`config.mk`:
```
export PLATFORM = sky130hd
export DESIGN_NAME = mult_seq
export DESIGN_NICKNAME = d
export VERILOG_FILES = /design/src/rtl/mult_seq.sv
export SDC_FILE = /design/constraint.sdc
export NUM_CORES = 1
export LEC_CHECK = 0
export BUFFER_PORTS_ARGS = -buffer_cell sky130_fd_sc_hd__buf_2
export CAP_MARGIN = 20
export CORE_MARGIN = 1.5
export CORE_UTILIZATION = 50
export CTS_CLUSTER_SIZE = 30
export DETAILED_ROUTE_END_ITERATION = 10
export PLACE_DENSITY = 0.82
export SYNTH_ARGS = -nofsm -noshare
export SYNTH_HDL_FRONTEND = slang
export SYNTH_SLANG_ARGS = --single-unit
```
`constraint.sdc`:
```
create_clock -name clk -period 3.8 [get_ports clk]
set_clock_uncertainty 0.1 [all_clocks]
set_input_delay 0.95 -clock clk [delete_from_list [all_inputs] [get_ports clk]]
set_output_delay 0.95 -clock clk [all_outputs]
set_load 0.02 [all_outputs]
```
`src/rtl/mult_seq.sv`:
```
// Sequential shift-add unsigned multiplier: consumes one multiplier bit per clock,
// start/ready/done_tick handshake matching the restoring divider.
module mult_seq #(
    parameter int unsigned W = 32,
    parameter int unsigned N = 6
) (
    input  logic             clk,
    input  logic             reset,
    input  logic             start,
    input  logic [W-1:0]     multiplicand,
    input  logic [W-1:0]     multiplier,
    output logic [2*W-1:0]   product,
    output logic             ready,
    output logic             done_tick
);

    typedef enum logic [1:0] {
        IDLE   = 2'd0,
        OP     = 2'd1,
        DONE   = 2'd2,
        UNUSED = 2'd3
    } state_t;

    state_t          state_reg, state_next;
    logic [W-1:0]    mcand_reg, mcand_next;
    logic [W-1:0]    acc_hi, acc_hi_next;
    logic [W-1:0]    acc_lo, acc_lo_next;
    logic [N-1:0]    n_reg, n_next;
    logic [W:0]      sum;

    // State and datapath registers
    always_ff @(posedge clk or posedge reset) begin
        if (reset) begin
            state_reg <= IDLE;
            mcand_reg <= '0;
            acc_hi    <= '0;
            acc_lo    <= '0;
            n_reg     <= '0;
        end else begin
            state_reg <= state_next;
            mcand_reg <= mcand_next;
            acc_hi    <= acc_hi_next;
            acc_lo    <= acc_lo_next;
            n_reg     <= n_next;
        end
    end

    // Next-state, datapath and handshake decode
    always_comb begin
        state_next  = state_reg;
        mcand_next  = mcand_reg;
        acc_hi_next = acc_hi;
        acc_lo_next = acc_lo;
        n_next      = n_reg;
        ready       = 1'b0;
        done_tick   = 1'b0;
        // Partial sum keeps the carry so the shifted-in MSB is never lost
        sum = {1'b0, acc_hi} + (acc_lo[0] ? {1'b0, mcand_reg} : {(W+1){1'b0}});

        case (state_reg)
            IDLE: begin
                ready = 1'b1;
                if (start) begin
                    mcand_next  = multiplicand;
                    acc_hi_next = '0;
                    acc_lo_next = multiplier;
                    n_next      = N'(W);
                    state_next  = OP;
                end
            end
            OP: begin
                acc_hi_next = sum[W:1];
                acc_lo_next = {sum[0], acc_lo[W-1:1]};
                n_next      = n_reg - N'(1);
                if (n_reg == N'(1)) begin
                    state_next = DONE;
                end
            end
            DONE: begin
                done_tick  = 1'b1;
                state_next = IDLE;
            end
            default: begin
                state_next = IDLE;
            end
        endcase
    end

    assign product = {acc_hi, acc_lo};

endmodule

```
Word-level counts from Yosys, hierarchy flattened. Cells that the tools add are included. Widths: inputs -> output; s select.

Word-level logic and storage cells: 29. Bits in registers: 104. Input bits: 67.

$add $sub $neg: 2. Reduce and logical (&&, ||, !) cells: 5. Muxes and demuxes: 12. Eq/ne operators: 5.

Operators by type and width (number): $pmux 32 s2 (2); $mux 32 (3); $add 32x32->33 (1); $pmux 6 s2 (1); $eq 6x1->1 const B (1); $mux 6 (1); $reduce_and 2->1 (3); $sub 6x1->6 const B (1); $mux 2 (2); $ne 2x2->1 const B (2); $pmux 2 s2 (1); $eq 2x1->1 const B (1); $eq 2x2->1 const B (1); $logic_not 2->1 (1); $mux 1 (2); $reduce_bool 2->1 (1).

Depth between registers and ports, before layout.
Word-level depth: 3. Depth in mapped cells: 11.

Worst setup path after synthesis. OpenSTA, ideal clock, no wires.

Kind: reg-to-reg. From: register acc_lo[0]. To: register acc_hi[21]. Period minus slack after synthesis: 2.825 ns. Buffers on the path: 2. Setup slack: 0.975 ns. Data arrival time: 2.596 ns. Cell stages (with the launch flop): 12. Data required time: 3.570 ns. Cell sequence: dfrtp_1 clkbuf_1 and2_1 ha_1 buf_2 a21o_1 a31o_2 a41o_1 a221o_1 a31oi_1 xor2_1 o21ai_1.

Longest elaborated chain between the ends: 3.

Ends and longest elaborated chain: from (decl) (RTL line 27) `logic [W-1:0] acc_lo, acc_lo_next;`; from (signal assigned) (RTL line 43) `acc_lo <= acc_lo_next;`; $mux 32 (RTL line 58) `sum = {1'b0, acc_hi} + (acc_lo[0] ? {1'b0, mcand_reg} : {(W+1){1'b0}});`; $add 32x32->33 (RTL line 58); $pmux 32 s2 (RTL line 60) `case (state_reg)`; to (signal assigned) (RTL line 42) `acc_hi <= acc_hi_next;`; to (decl) (RTL line 26) `logic [W-1:0] acc_hi, acc_hi_next;`.

Every way passes these cells. A chain may end at the register's enable or synchronous reset.

Worst setup path in the final report.
From: register acc_lo[0]. To: register acc_hi[31].

Same word-level chain as after synthesis.

==> impl_metrics.toml <==
[power_and_ir_drop]
fin_total_pwr_w = 0.00704
ir_drop_v = 0.000581
leakagePower_nw = 3.55
pwr-share-comb = 0.559
p_clk_frac = 0.142
intPower_w = 0.00373
powerDensity_mw_per_mm2 = 996
pwr-share-seq = 0.300
p_sw_w = 0.00331
power.share.switching = 0.470

[sta]
worstMarginPinSlew_ps = 841
slew_headroom = 0.439
fin_crit_sh = 0.839
grt_setup_unrepaired = "no"
maxSlewViolCount = 0
fmax_mhz = 314
setup_viol = 0
min_period_ps = 3190
tns_ps = 0
finalHoldViolCount = 0
final.setup.worst_slack_ps = 611

[floorplanning]
core_mm2 = 0.0115
die_height_um = 112
die_area_mm2 = 0.0126
fp-row-count = 39
die_w_um = 112
start_util = 0.517
io_pins = 133

[placement]
dp_slack_ps = 638
placed_cell_area_mm2 = 0.00676
place.port_buffers = 132
hpwl_mm = 10.5
routabilityCongestion = 0.922

[status]
outcome = "finished with violations"
violations = "design-rule violations"

[yosys]
synth_edf_count = 0
synthArstFlopShare = 1.00
post_synth_instance_area_mm2 = 0.00595
yosysMostFrequentCell = "nand2_1"
syn_nets = 805
synth_top_cells_by_count = "nand2_1 (212), dfrtp_1 (104), o21ai_0 (47), and2_1 (34), ha_1 (34)"
yosys-top-cells-area = "dfrtp_1 (44%), nand2_1 (13%), ha_1 (7.1%)"
postSynthCellCount = 703
yosys.area.top_type_share = 0.437
ys_types = 51
avgSynthCellArea_um2 = 8.47
synth_seq_area_share = 0.437
ys.flop_type = "dfrtp_1"
synth-seq-cells = 104
yosys_warnings = 0
yosysTopAreaCell = "dfrtp_1"

[global_route]
grt_max_degree = 69
first_global_vias = 5414
grt_antenna_before_repair = 0
track_usage = 0.245
grt_overflow = 0
grt_pass1_wl_mm = 25.1

[layout]
nets = 923
n_fill_cell = 1042
final_area_mm2 = 0.00707
antenna_cells = 0
drive_gt1_frac = 0.202
utilization = 0.614
synthToLayoutAreaGrowth_pct = 18.8

[clock_tree]
cts-resized-gates = 0
cts_tree = "done"
cts.sinks = 104
cts_root_buf = "clkbuf_16"
htreeDepth = 3
cts_setup_buffers = 0
clk_latency_ps = 360
cts_hold_buf = 0
cts_buffer_depth = 2
path_clk_slew_ps = 70
cts_buffers = 9

[setup_path]
critPathMaxStageDelay_ps = 510
worstRegToRegCells = 12
rr_endpoint = "acc_hi[31]"
critPathLaunchType = "register"
arrival_ps = 3380
worstPathRequired_ps = 3990
rrSetupSlack_ps = 610
r2r-start = "acc_lo[0]"
cp-end-kind = "register"
worst_path_max_delay_cell = "or4_1"
criticalPathCategory = "reg -> reg"
critPathMaxFanout = 34
path_cells = "buf_4 -> and2_1 -> ha_1 -> inv_1 -> fa_1 -> nor2b_1 -> o211ai_1 -> a21oi_2 -> a211o_1 -> a211oi_1 -> or4_1 -> o21ai_1"

[detailed_routing]
vias_per_cell = 5.60
drc = 5
vias = 5419
ant_nets = 0
drt_iter0_drc = 333
wl_per_cell_um = 15.3
wl_mm = 14.8
drt-pass1-iter-count = 9

[min_path]
hold_path_end = "mcand_reg[27]"
hold_depth = 2
hold_class = "reg -> reg"
hp-start = "mcand_reg[27]"

[flow_run]
drv_cap = 0
[worst max-delay path by stage]
stage / from / end / cells after the start
2_1_floorplan: reset / acc_hi[0] / 1
3_3_place_gp: acc_lo[0] / acc_hi[31] / 12
3_5_place_dp: acc_lo[0] / acc_hi[31] / 12
4_1_cts: acc_lo[0] / acc_hi[31] / 12
5_1_grt: acc_lo[0] / acc_hi[31] / 12
6_report: acc_lo[0] / acc_hi[31] / 12
[cells in the final DEF, fill, tap and decap left out, drive strengths merged, types with 6 or more instances in the layout]
master,instances
a31oi,6
a21o,8
a22oi,33
xor2,14
o21ai,55
nand3,18
and2,34
nand4,6
ha,34
inv,10
buf,141
dfrtp,104
xnor2,14
nor2,29
nand2,212
a211oi,7
clkbuf,11
a21oi,32
[routing by layer]
| metal | vias to the layer above | track usage | wire (um) |
|---|---|---|---|
| met1 | 2545 | 0.309 | 6470 |
| li1 | 2659 | - | - |
| met3 | 25 | 0.0653 | 965 |
| met4 | 0 | 0.0717 | 237 |
| met5 | - | 0 | 0 |
| met2 | 190 | 0.417 | 7160 |
[power by group through the flow]
stage	registers (W)	clock network, W	logic, W
after CTS	0.00211	0.00102	0.00394
final	0.00211	0.000998	0.00394
after global routing	0.00218	0.00106	0.00439
after floorplan	0.00243	0	0.00249
after global placement	0.00211	0	0.00382
after detailed placement	0.00211	0	0.00393
[kinds of logic (layout without fill, tap and decap cells)]
logic type                 after synthesis  count (layout)  share of synthesized area
AOI/OAI and AO/OA                      170             170                      0.184
and+or+nand+nor                        322             322                      0.234
muxes                                    1               1                    0.00168
xor gates and xnor gates                28              28                     0.0412
adders and majority gates               35              35                     0.0748
DFF                                    104             104                      0.437
buffers and inverters                   43             165                     0.0275
[through the flow]
stage,std cells,hold slack (ps)
2_1_floorplan,703,337
3_5_place_dp,953,356
4_1_cts,968,378
3_3_place_gp,953,355
6_report,968,378
5_1_grt,968,391
[cell type report]
cell class | instances | area, um2 | area share
tap | 143 | 179 | 0.0253
timing repair buffer | 141 | 741 | 0.105
sequential | 104 | 2600 | 0.368
clock buffer | 11 | 233 | 0.0329
clock inverter | 4 | 77.6 | 0.0110
inverter | 9 | 36.3 | 0.00513
multi-input combinational | 556 | 3200 | 0.453
[worst max-delay path: cells and delay by family (launching register included)]
kind / cells / cell delay (ps)
AND/OR/NAND/NOR: 3 / 870
adder cells (fa/ha/maj): 2 / 550
flip-flops: 1 / 320
AO/OA/AOI/OAI: 5 / 930
buffers and inverters: 2 / 350
No activity file was read; power rests on OpenSTA's default activity.
